--- config.mk ---
export PLATFORM = sky130hd
export DESIGN_NAME = instr_sequencer
export DESIGN_NICKNAME = d
export VERILOG_FILES = /design/src/rtl/instr_sequencer.sv
export SDC_FILE = /design/constraint.sdc
export NUM_CORES = 1
export LEC_CHECK = 0
export CELL_PAD_IN_SITES_DETAIL_PLACEMENT = 1
export CELL_PAD_IN_SITES_GLOBAL_PLACEMENT = 1
export CORE_MARGIN = 3
export CORE_UTILIZATION = 35
export CTS_CLUSTER_SIZE = 24
export DETAILED_ROUTE_END_ITERATION = 6
export HOLD_SLACK_MARGIN = 0.1
export PLACE_DENSITY = 0.72
export SKIP_LAST_GASP = 1
export SYNTH_ARGS = -nofsm -noshare
export SYNTH_HDL_FRONTEND = slang
export SYNTH_SLANG_ARGS = --single-unit
--- constraint.sdc ---
create_clock -name clk -period 2.6 [get_ports clk]
set_input_delay 0.65 -clock clk [delete_from_list [all_inputs] [get_ports clk]]
set_output_delay 0.65 -clock clk [all_outputs]
set_load 0.02 [all_outputs]
--- src/rtl/instr_sequencer.sv ---
// Purpose: self-running fetch/decode/execute control sequencer driving the datapath, IR, PC and memory port.
// Latency: Moore outputs registered alongside the state (valid the cycle a state is entered); MOV#=5, CMP=7, ADD=8, LDR=9, STR=10 cycles.
// Backpressure: IF1, MEM_RD and MEM_WR stall on mem_ready low; MAX_WAIT consecutive low cycles are tolerated, one more traps into ERROR.
//
// Ports:
//   clk, reset         rising-edge clock, asynchronous active-high reset into RST
//   ir                 instruction register; decode key is ir[15:11] (opcode, op)
//   mem_ready          memory completed the current read/write (only sampled in wait states)
//   load_ir, load_pc, reset_pc, addr_sel, load_addr, mem_cmd   fetch / PC / memory control
//   nsel, write, loada, loadb, loadc, loads, asel, bsel, vsel  register file and datapath control
//   halted, err        sticky terminal status
module instr_sequencer #(
    parameter int WIDTH    = 16,
    parameter int MAX_WAIT = 8
) (
    input  logic             clk,
    input  logic             reset,
    input  logic [WIDTH-1:0] ir,
    input  logic             mem_ready,
    output logic             load_ir,
    output logic             load_pc,
    output logic             reset_pc,
    output logic             addr_sel,
    output logic             load_addr,
    output logic [1:0]       mem_cmd,
    output logic [2:0]       nsel,
    output logic             write,
    output logic             loada,
    output logic             loadb,
    output logic             loadc,
    output logic             loads,
    output logic             asel,
    output logic             bsel,
    output logic [1:0]       vsel,
    output logic             halted,
    output logic             err
);

    localparam int CW = $clog2(MAX_WAIT + 1);
    localparam logic [CW-1:0] WAIT_LIM = CW'(MAX_WAIT);

    // Decode keys {opcode, op}
    localparam logic [4:0] K_MOVI = 5'b11010;
    localparam logic [4:0] K_MOVR = 5'b11000;
    localparam logic [4:0] K_ADD  = 5'b10100;
    localparam logic [4:0] K_CMP  = 5'b10101;
    localparam logic [4:0] K_AND  = 5'b10110;
    localparam logic [4:0] K_MVN  = 5'b10111;
    localparam logic [4:0] K_LDR  = 5'b01100;
    localparam logic [4:0] K_STR  = 5'b10000;

    typedef enum logic [4:0] {
        S_RST, S_IF1, S_IF2, S_UPD_PC, S_DECODE,
        S_W_IMM, S_GET_A, S_GET_B, S_EXEC, S_EXEC_Z,
        S_WR_REG, S_CMP_S, S_ADDR, S_LD_ADDR, S_GET_D,
        S_PASS, S_MEM_RD, S_W_MEM, S_MEM_WR, S_HALT, S_ERROR
    } state_t;

    typedef struct packed {
        logic       load_ir;
        logic       load_pc;
        logic       reset_pc;
        logic       addr_sel;
        logic       load_addr;
        logic [1:0] mem_cmd;
        logic [2:0] nsel;
        logic       write;
        logic       loada;
        logic       loadb;
        logic       loadc;
        logic       loads;
        logic       asel;
        logic       bsel;
        logic [1:0] vsel;
        logic       halted;
        logic       err;
    } ctrl_t;

    state_t          state;
    state_t          nxt;
    ctrl_t           ctrl_q;
    logic [CW-1:0]   wait_cnt;
    logic [4:0]      op_q;     // decode key captured in DECODE so later steps do not depend on ir
    logic            unused_ir;

    assign unused_ir = ^ir;

    // Control word for each state. EXEC_Z is EXEC with the A operand forced to
    // zero (MOV register / MVN), kept as its own state so outputs stay Moore.
    function automatic ctrl_t ctrl_of(input state_t s);
        ctrl_t c;
        c = '0;
        case (s)
            S_RST:     begin c.reset_pc = 1'b1; c.load_pc = 1'b1; end
            S_IF1:     begin c.addr_sel = 1'b1; c.mem_cmd = 2'b01; end
            S_IF2:     begin c.addr_sel = 1'b1; c.mem_cmd = 2'b01; c.load_ir = 1'b1; end
            S_UPD_PC:  c.load_pc = 1'b1;
            S_W_IMM:   begin c.nsel = 3'b001; c.vsel = 2'b01; c.write = 1'b1; end
            S_GET_A:   begin c.nsel = 3'b001; c.loada = 1'b1; end
            S_GET_B:   begin c.nsel = 3'b100; c.loadb = 1'b1; end
            S_EXEC:    c.loadc = 1'b1;
            S_EXEC_Z:  begin c.loadc = 1'b1; c.asel = 1'b1; end
            S_WR_REG:  begin c.nsel = 3'b010; c.vsel = 2'b11; c.write = 1'b1; end
            S_CMP_S:   c.loads = 1'b1;
            S_ADDR:    begin c.bsel = 1'b1; c.loadc = 1'b1; end
            S_LD_ADDR: c.load_addr = 1'b1;
            S_GET_D:   begin c.nsel = 3'b010; c.loadb = 1'b1; end
            S_PASS:    begin c.asel = 1'b1; c.loadc = 1'b1; end
            S_MEM_RD:  c.mem_cmd = 2'b01;
            S_W_MEM:   begin c.mem_cmd = 2'b01; c.nsel = 3'b010; c.vsel = 2'b00; c.write = 1'b1; end
            S_MEM_WR:  c.mem_cmd = 2'b10;
            S_HALT:    c.halted = 1'b1;
            S_ERROR:   c.err = 1'b1;
            default:   c = '0;
        endcase
        return c;
    endfunction

    always_comb begin
        nxt = state;
        case (state)
            S_RST:    nxt = S_IF1;
            S_IF1: begin
                if (mem_ready)                  nxt = S_IF2;
                else if (wait_cnt == WAIT_LIM)  nxt = S_ERROR;
            end
            S_IF2:    nxt = S_UPD_PC;
            S_UPD_PC: nxt = S_DECODE;
            S_DECODE: begin
                casez (ir[15:11])
                    K_MOVI:                nxt = S_W_IMM;
                    K_MOVR, K_MVN:         nxt = S_GET_B;
                    K_ADD, K_AND, K_CMP:   nxt = S_GET_A;
                    K_LDR, K_STR:          nxt = S_GET_A;
                    5'b111??:              nxt = S_HALT;
                    default:               nxt = S_ERROR;
                endcase
            end
            S_W_IMM:  nxt = S_IF1;
            S_GET_A:  nxt = (op_q == K_LDR || op_q == K_STR) ? S_ADDR : S_GET_B;
            S_GET_B: begin
                if (op_q == K_CMP)                        nxt = S_CMP_S;
                else if (op_q == K_MOVR || op_q == K_MVN) nxt = S_EXEC_Z;
                else                                      nxt = S_EXEC;
            end
            S_EXEC, S_EXEC_Z: nxt = S_WR_REG;
            S_WR_REG:  nxt = S_IF1;
            S_CMP_S:   nxt = S_IF1;
            S_ADDR:    nxt = S_LD_ADDR;
            S_LD_ADDR: nxt = (op_q == K_STR) ? S_GET_D : S_MEM_RD;
            S_GET_D:   nxt = S_PASS;
            S_PASS:    nxt = S_MEM_WR;
            S_MEM_RD: begin
                if (mem_ready)                  nxt = S_W_MEM;
                else if (wait_cnt == WAIT_LIM)  nxt = S_ERROR;
            end
            S_W_MEM:   nxt = S_IF1;
            S_MEM_WR: begin
                if (mem_ready)                  nxt = S_IF1;
                else if (wait_cnt == WAIT_LIM)  nxt = S_ERROR;
            end
            S_HALT:    nxt = S_HALT;
            S_ERROR:   nxt = S_ERROR;
            default:   nxt = S_ERROR;
        endcase
    end

    always_ff @(posedge clk or posedge reset) begin
        if (reset) begin
            state    <= S_RST;
            ctrl_q   <= ctrl_of(S_RST);
            wait_cnt <= '0;
            op_q     <= '0;
        end else begin
            state  <= nxt;
            ctrl_q <= ctrl_of(nxt);
            if (state == S_DECODE)
                op_q <= ir[15:11];
            // Only wait states loop on themselves with mem_ready low, so any
            // state change is an entry and restarts the count.
            if (nxt != state)
                wait_cnt <= '0;
            else if (!mem_ready && wait_cnt != WAIT_LIM)
                wait_cnt <= wait_cnt + CW'(1);
        end
    end

    assign load_ir   = ctrl_q.load_ir;
    assign load_pc   = ctrl_q.load_pc;
    assign reset_pc  = ctrl_q.reset_pc;
    assign addr_sel  = ctrl_q.addr_sel;
    assign load_addr = ctrl_q.load_addr;
    assign mem_cmd   = ctrl_q.mem_cmd;
    assign nsel      = ctrl_q.nsel;
    assign write     = ctrl_q.write;
    assign loada     = ctrl_q.loada;
    assign loadb     = ctrl_q.loadb;
    assign loadc     = ctrl_q.loadc;
    assign loads     = ctrl_q.loads;
    assign asel      = ctrl_q.asel;
    assign bsel      = ctrl_q.bsel;
    assign vsel      = ctrl_q.vsel;
    assign halted    = ctrl_q.halted;
    assign err       = ctrl_q.err;

endmodule

# == Word-level counts from Yosys, hierarchy flattened ==
# Index checks and enable logic that the tools add are counted.
# word_totals
reg_bits,35
input_bits,19
output_inout_bits,21
wordCells,125
# classes
add_sub_neg,1
n_eq_ne,55
n_mux,29
reduce_logical,20
# ops
cell,n
"== test 5 bit, second input constant",20
"== test 5 x 4 -> 1 bit, second input constant",18
case mux 5 bit (15 select lines),1
"== test 5 x 3 -> 1 bit, second input constant",7
2-to-1 mux 5 bit,5
"== test 5 x 2 -> 1 bit, second input constant",4
case mux 5 bit (4 select lines),1
2-to-1 mux 1 bit,15
OR reduction 2 bit,7
2-to-1 mux 4 bit,3
"== test 5 x 1 -> 1 bit, second input constant",2
zero test 5 bit,2
OR reduction 5 bit,2
case mux 3 bit (3 select lines),1
case mux 2 bit (2 select lines),2
OR reduction 4 bit,2
OR reduction 3 bit,2
inequality test 5 bit,1
"adder 4 x 1 -> 4 bit, second input constant",1
"== test 4 bit, second input constant",1
"inequality test 4 bit, second input constant",1
"== test 3 bit, second input constant",1
logical OR 1 bit,2
2-to-1 mux 2 bit,1
3 further kinds,3

# == Depth between registers and ports, before layout ==
# depth
depth_word,8
mapped_depth,9
ltp_nobuf,8

# == Least setup slack after synthesis ==
# No wires, ideal clock.
# synth_timing
path_kind,input -> register
from,in mem_ready
to,reg wait_cnt[0]
setup_ps,134
t_arrival_ps,2190
required_time_ps,2466
path_slack_ps,276
cell_stages,7
path_buffers,1
cell_sequence,buf_6 > and4bb_2 > a2111oi_0 > a211o_2 > nor4_4 > xnor2_1 > nor3_1
# synth_between
elab_chain_len,4
elab_cells_between_ends,9
classes_between,eq/ne: 1; mux: 5; reduce/logical: 3
# synth_rtl
element,line_no,source
start: declaration,19,"input logic mem_ready,"
2-to-1 mux 5 bit (on tied branches),"159, 124, 154",
case mux 5 bit (15 select lines),121,case (state)
inequality test 5 bit,181,if (nxt != state)
2-to-1 mux 4 bit or nonzero test 2 bit (tied branches),n/a,
end signal: assignment,184,wait_cnt <= wait_cnt + CW'(1);
end: declaration,82,logic [CW-1:0] wait_cnt;
# Parallel ways exist; a longest one is shown, timed or not.
# A chain may end at the register's enable or synchronous reset.

# == Worst setup path after layout ==
# layout_timing
from,reg state[4]
to,reg wait_cnt[0]
# layout_between
elab_chain_len,5
elab_cells_between_ends,30
classes_between,eq/ne: 20; mux: 6; reduce/logical: 4
# layout_rtl
element,line_no,source
start: declaration,79,state_t state;
start signal: assignment,175,state <= nxt;
"== test 5 bit, or another cell as far along",121,
"OR reduction 5 bit (no source line), or another cell as far along",n/a,
case mux 5 bit (15 select lines),121,
inequality test 5 bit (*),181,
2-to-1 mux 4 bit or nonzero test 2 bit (tied branches),n/a,
# Every way passes the cells marked *; elsewhere a longest branch is shown, timed or not.

==> impl_metrics.ini <==
[worst_setup_path]
cp_top_family = simple AND/OR/NAND/NOR gates
cp-end-kind = flop
slowest_delay_ns = 0.60
crit_top_cell = buf_4
crit_path_cell_trace = or4b_1, a2111oi_2, buf_4, a211o_2, nor4_4, xnor2_1, buf_4, nor3_1
cp_num_buf_inv = 2
critPathKind = flop to flop
crit_slowest_cell = or4b_1
cp-start-kind = flop
cp_max_fo = 10
critPathArrivalTime_ns = 2.74
worstPathRequired_ns = 2.81

[cells_and_area]
finalInstanceArea_sq_mm = 0.00291
fillers = 665
final_layout_size_suffix_gt1_frac = 0.320
fin_nets = 311
areaGrowthSynthToFinish_pct = 38.4
diodes = 0

[sta]
max_clock_freq_mhz = 395
tightest_slew_ns = 0.667
rsz0062_at_grt = true
slew_viol_final = 0
maxSlewHeadroom = 0.555
skew_ns = 0.00900
post-route-period-util = 0.973
setup_viol = 0
hold_viol = 0
min_period_ns = 2.53

[yosys]
synthTopCellsByCount = dfrtp_1, nand2_1, nor2_1, inv_1, nor3_1
yosys_most_used_dff = dfrtp_1
synth_mux_area_frac = 0.0362
netlist_area_sq_mm = 0.00211
syn_area_per_cell_sq_um = 9.75
synth_top_family_by_area = simple AND/OR/NAND/NOR gates
yosysUniqueCellTypes = 62
synth-adder-area-share = 0.0119
async_flop_share = 1.00
synth_area_leaders = dfrtp_1, nand2_1, nor2_1, mux2_2, dfstp_2
synth_top_area_share = 0.392
synth_edf_count = 0
synth-simple-area-share = 0.296
synth-xor-area-share = 0.0250
syn-num-nets = 237
yosysTopAreaCell = dfrtp_1
ys_seq_area_frac = 0.417
yosysMostFrequentCell = dfrtp_1
synth-seq-cells = 35
synth_warnings = 0
synth_compound_area_frac = 0.138
syn-instance-count = 216

[detailed_routing]
post_drt_wl_per_cell_um = 17.3
drt_iter0_drc = 86
vias = 1962
route.detailed.drc = 0
ant_nets = 0
first_pass_iters = 4
routed_wl_mm = 6.27
viasPerCell = 5.40

[run_status]
status = finished clean

[global_route]
grt_pass1_wl_mm = 10.5
antenna_found_initial = 0
grt_max_degree = 20
grt-ovfl-total = 0
grt_pass1_vias = 2114
grt_usage = 0.188

[floorplan]
die-area_sq_mm = 0.00698
row_count = 27
io_pins = 40
core_sq_mm = 0.00568
fp.dieH_um = 83.6
die_w_um = 83.6
start_util = 0.371

[clock_network]
cts_buffers = 5
numClockSinks = 35
cts_setup_buffers = 0
cts.clk_slew.worst_paths_ns = 0.07
worstSkewPairLatency_ns = 0.29
clk_path_buf_depth = 2
cts_root_buf = clkbuf_8
htree_levels = 2
postCtsHoldBufs = 0
cts_tree = built

[job]
max-cap-violations = 0

[power_and_ir_drop]
powerDensity_mw_per_mm2 = 1300
power_mw = 3.78
leakage_nw = 1.31
vdd_ir_drop_max_mv = 0.713

[placement]
io_buffers = 28
dp_hpwl_mm = 4.86
place.gp.congestion = 0.880
post_dp_cell_area_sq_mm = 0.00278

[worst_hold_path]
hold_path.class = flop to flop
## final cells by class
cell class                 instances  area, sq um  area share
timing repair buffer              81          692       0.237
inverter                          12         45.0      0.0155
multi-input combinational        155         1120       0.386
sequential                        35          878       0.301
clock inverter                     2         12.5     0.00429
tap                               72         90.1      0.0309
clock buffer                       6         72.6      0.0249
## placed cells by master, fill, tap and decap left out, types with 3 or more instances in the layout
cell,instances
buf_4,52
dfrtp_1,33
clkdlybuf4s50_1,26
nor2_1,17
nand2_1,17
inv_1,12
nor3_1,9
nand2b_1,8
a21oi_1,7
mux2_2,5
clkbuf_8,5
a2111oi_2,4
o21ai_0,4
nand4b_1,4
a211oi_1,4
xnor2_1,4
nand2b_2,3
and3b_1,3
nor4_1,3
nor3b_1,3
o21bai_1,3
o211ai_1,3
or3_1,3
## worst paths after layout
check | startpoint | end | slack [ns] | cells after the start
max | state[4]$_DFF_PP0_ | wait_cnt[0]$_DFFE_PP0P_ | 0.07 | 8
max reg2reg | state[4]$_DFF_PP0_ | wait_cnt[0]$_DFFE_PP0P_ | 0.07 | 8
min reg2reg | op_q[1]$_DFFE_PP0P_ | loads$_DFF_PP0_ | 0.53 | 1
min | op_q[1]$_DFFE_PP0P_ | loads$_DFF_PP0_ | 0.53 | 1
min in group asynchronous | reset | nsel[0]$_DFF_PP0_ | 0.75 | 2
max in group asynchronous | reset | op_q[4]$_DFFE_PP0P_ | 1.31 | 3
## registers in the layout, summed over array words and instances, names as in the netlist, 2 cells and up
register and cells:
state 5, op_q 5, vsel 2, wait_cnt 4, mem_cmd 2, nsel 3
## per-stage QoR
step	hold WS, ns	util	TNS, ns	std cells	setup WS, ns
finish	0.526	0.513	0	363	0.0695
global route	0.569	0.513	-0.0472	363	-0.0159
CTS	0.525	0.507	0	363	0.0157
detailed placement	0.499	0.489	-6.22	355	-0.562
global placement	0.497	0.489	-4.65	355	-0.429
floorplan	0.455	-	0	216	0.276
## where the power goes
| group | internal (mW) | switching [mW] |
|---|---|---|
| clock network | 0.187 | 0.205 |
| logic | 1.25 | 1.27 |
| registers | 0.722 | 0.144 |
| total | 2.16 | 1.62 |
## routing by layer
metal  part of all wire  routed length, um  track usage  vias to the layer above
met3              0.032                198       0.0306                       11
li1                   -                  -            -                      927
met1               0.44               2740        0.233                      991
met5                  0                  0            0                        -
met4              0.017                107       0.0599                        0
met2               0.51               3220        0.331                       33
## cell families (layout without fill, tap and decap cells)
group / count (synthesis) / count (layout)
xor+xnor: 6 / 6
other cells: 1 / 1
buf+inv: 26 / 101
flops: 35 / 35
mux: 7 / 7
compound gates: 40 / 40
simple gates: 99 / 99
fa+ha+maj: 2 / 2
## timing repair
item / 4_1_cts / 5_1_grt
pin swaps: 3 / 4
resized for setup: 6 / 7
endpoints found under the setup margin: 10 / 11
gates cloned: 0 / 0
Note: power is estimated with default switching activity, not from simulation.
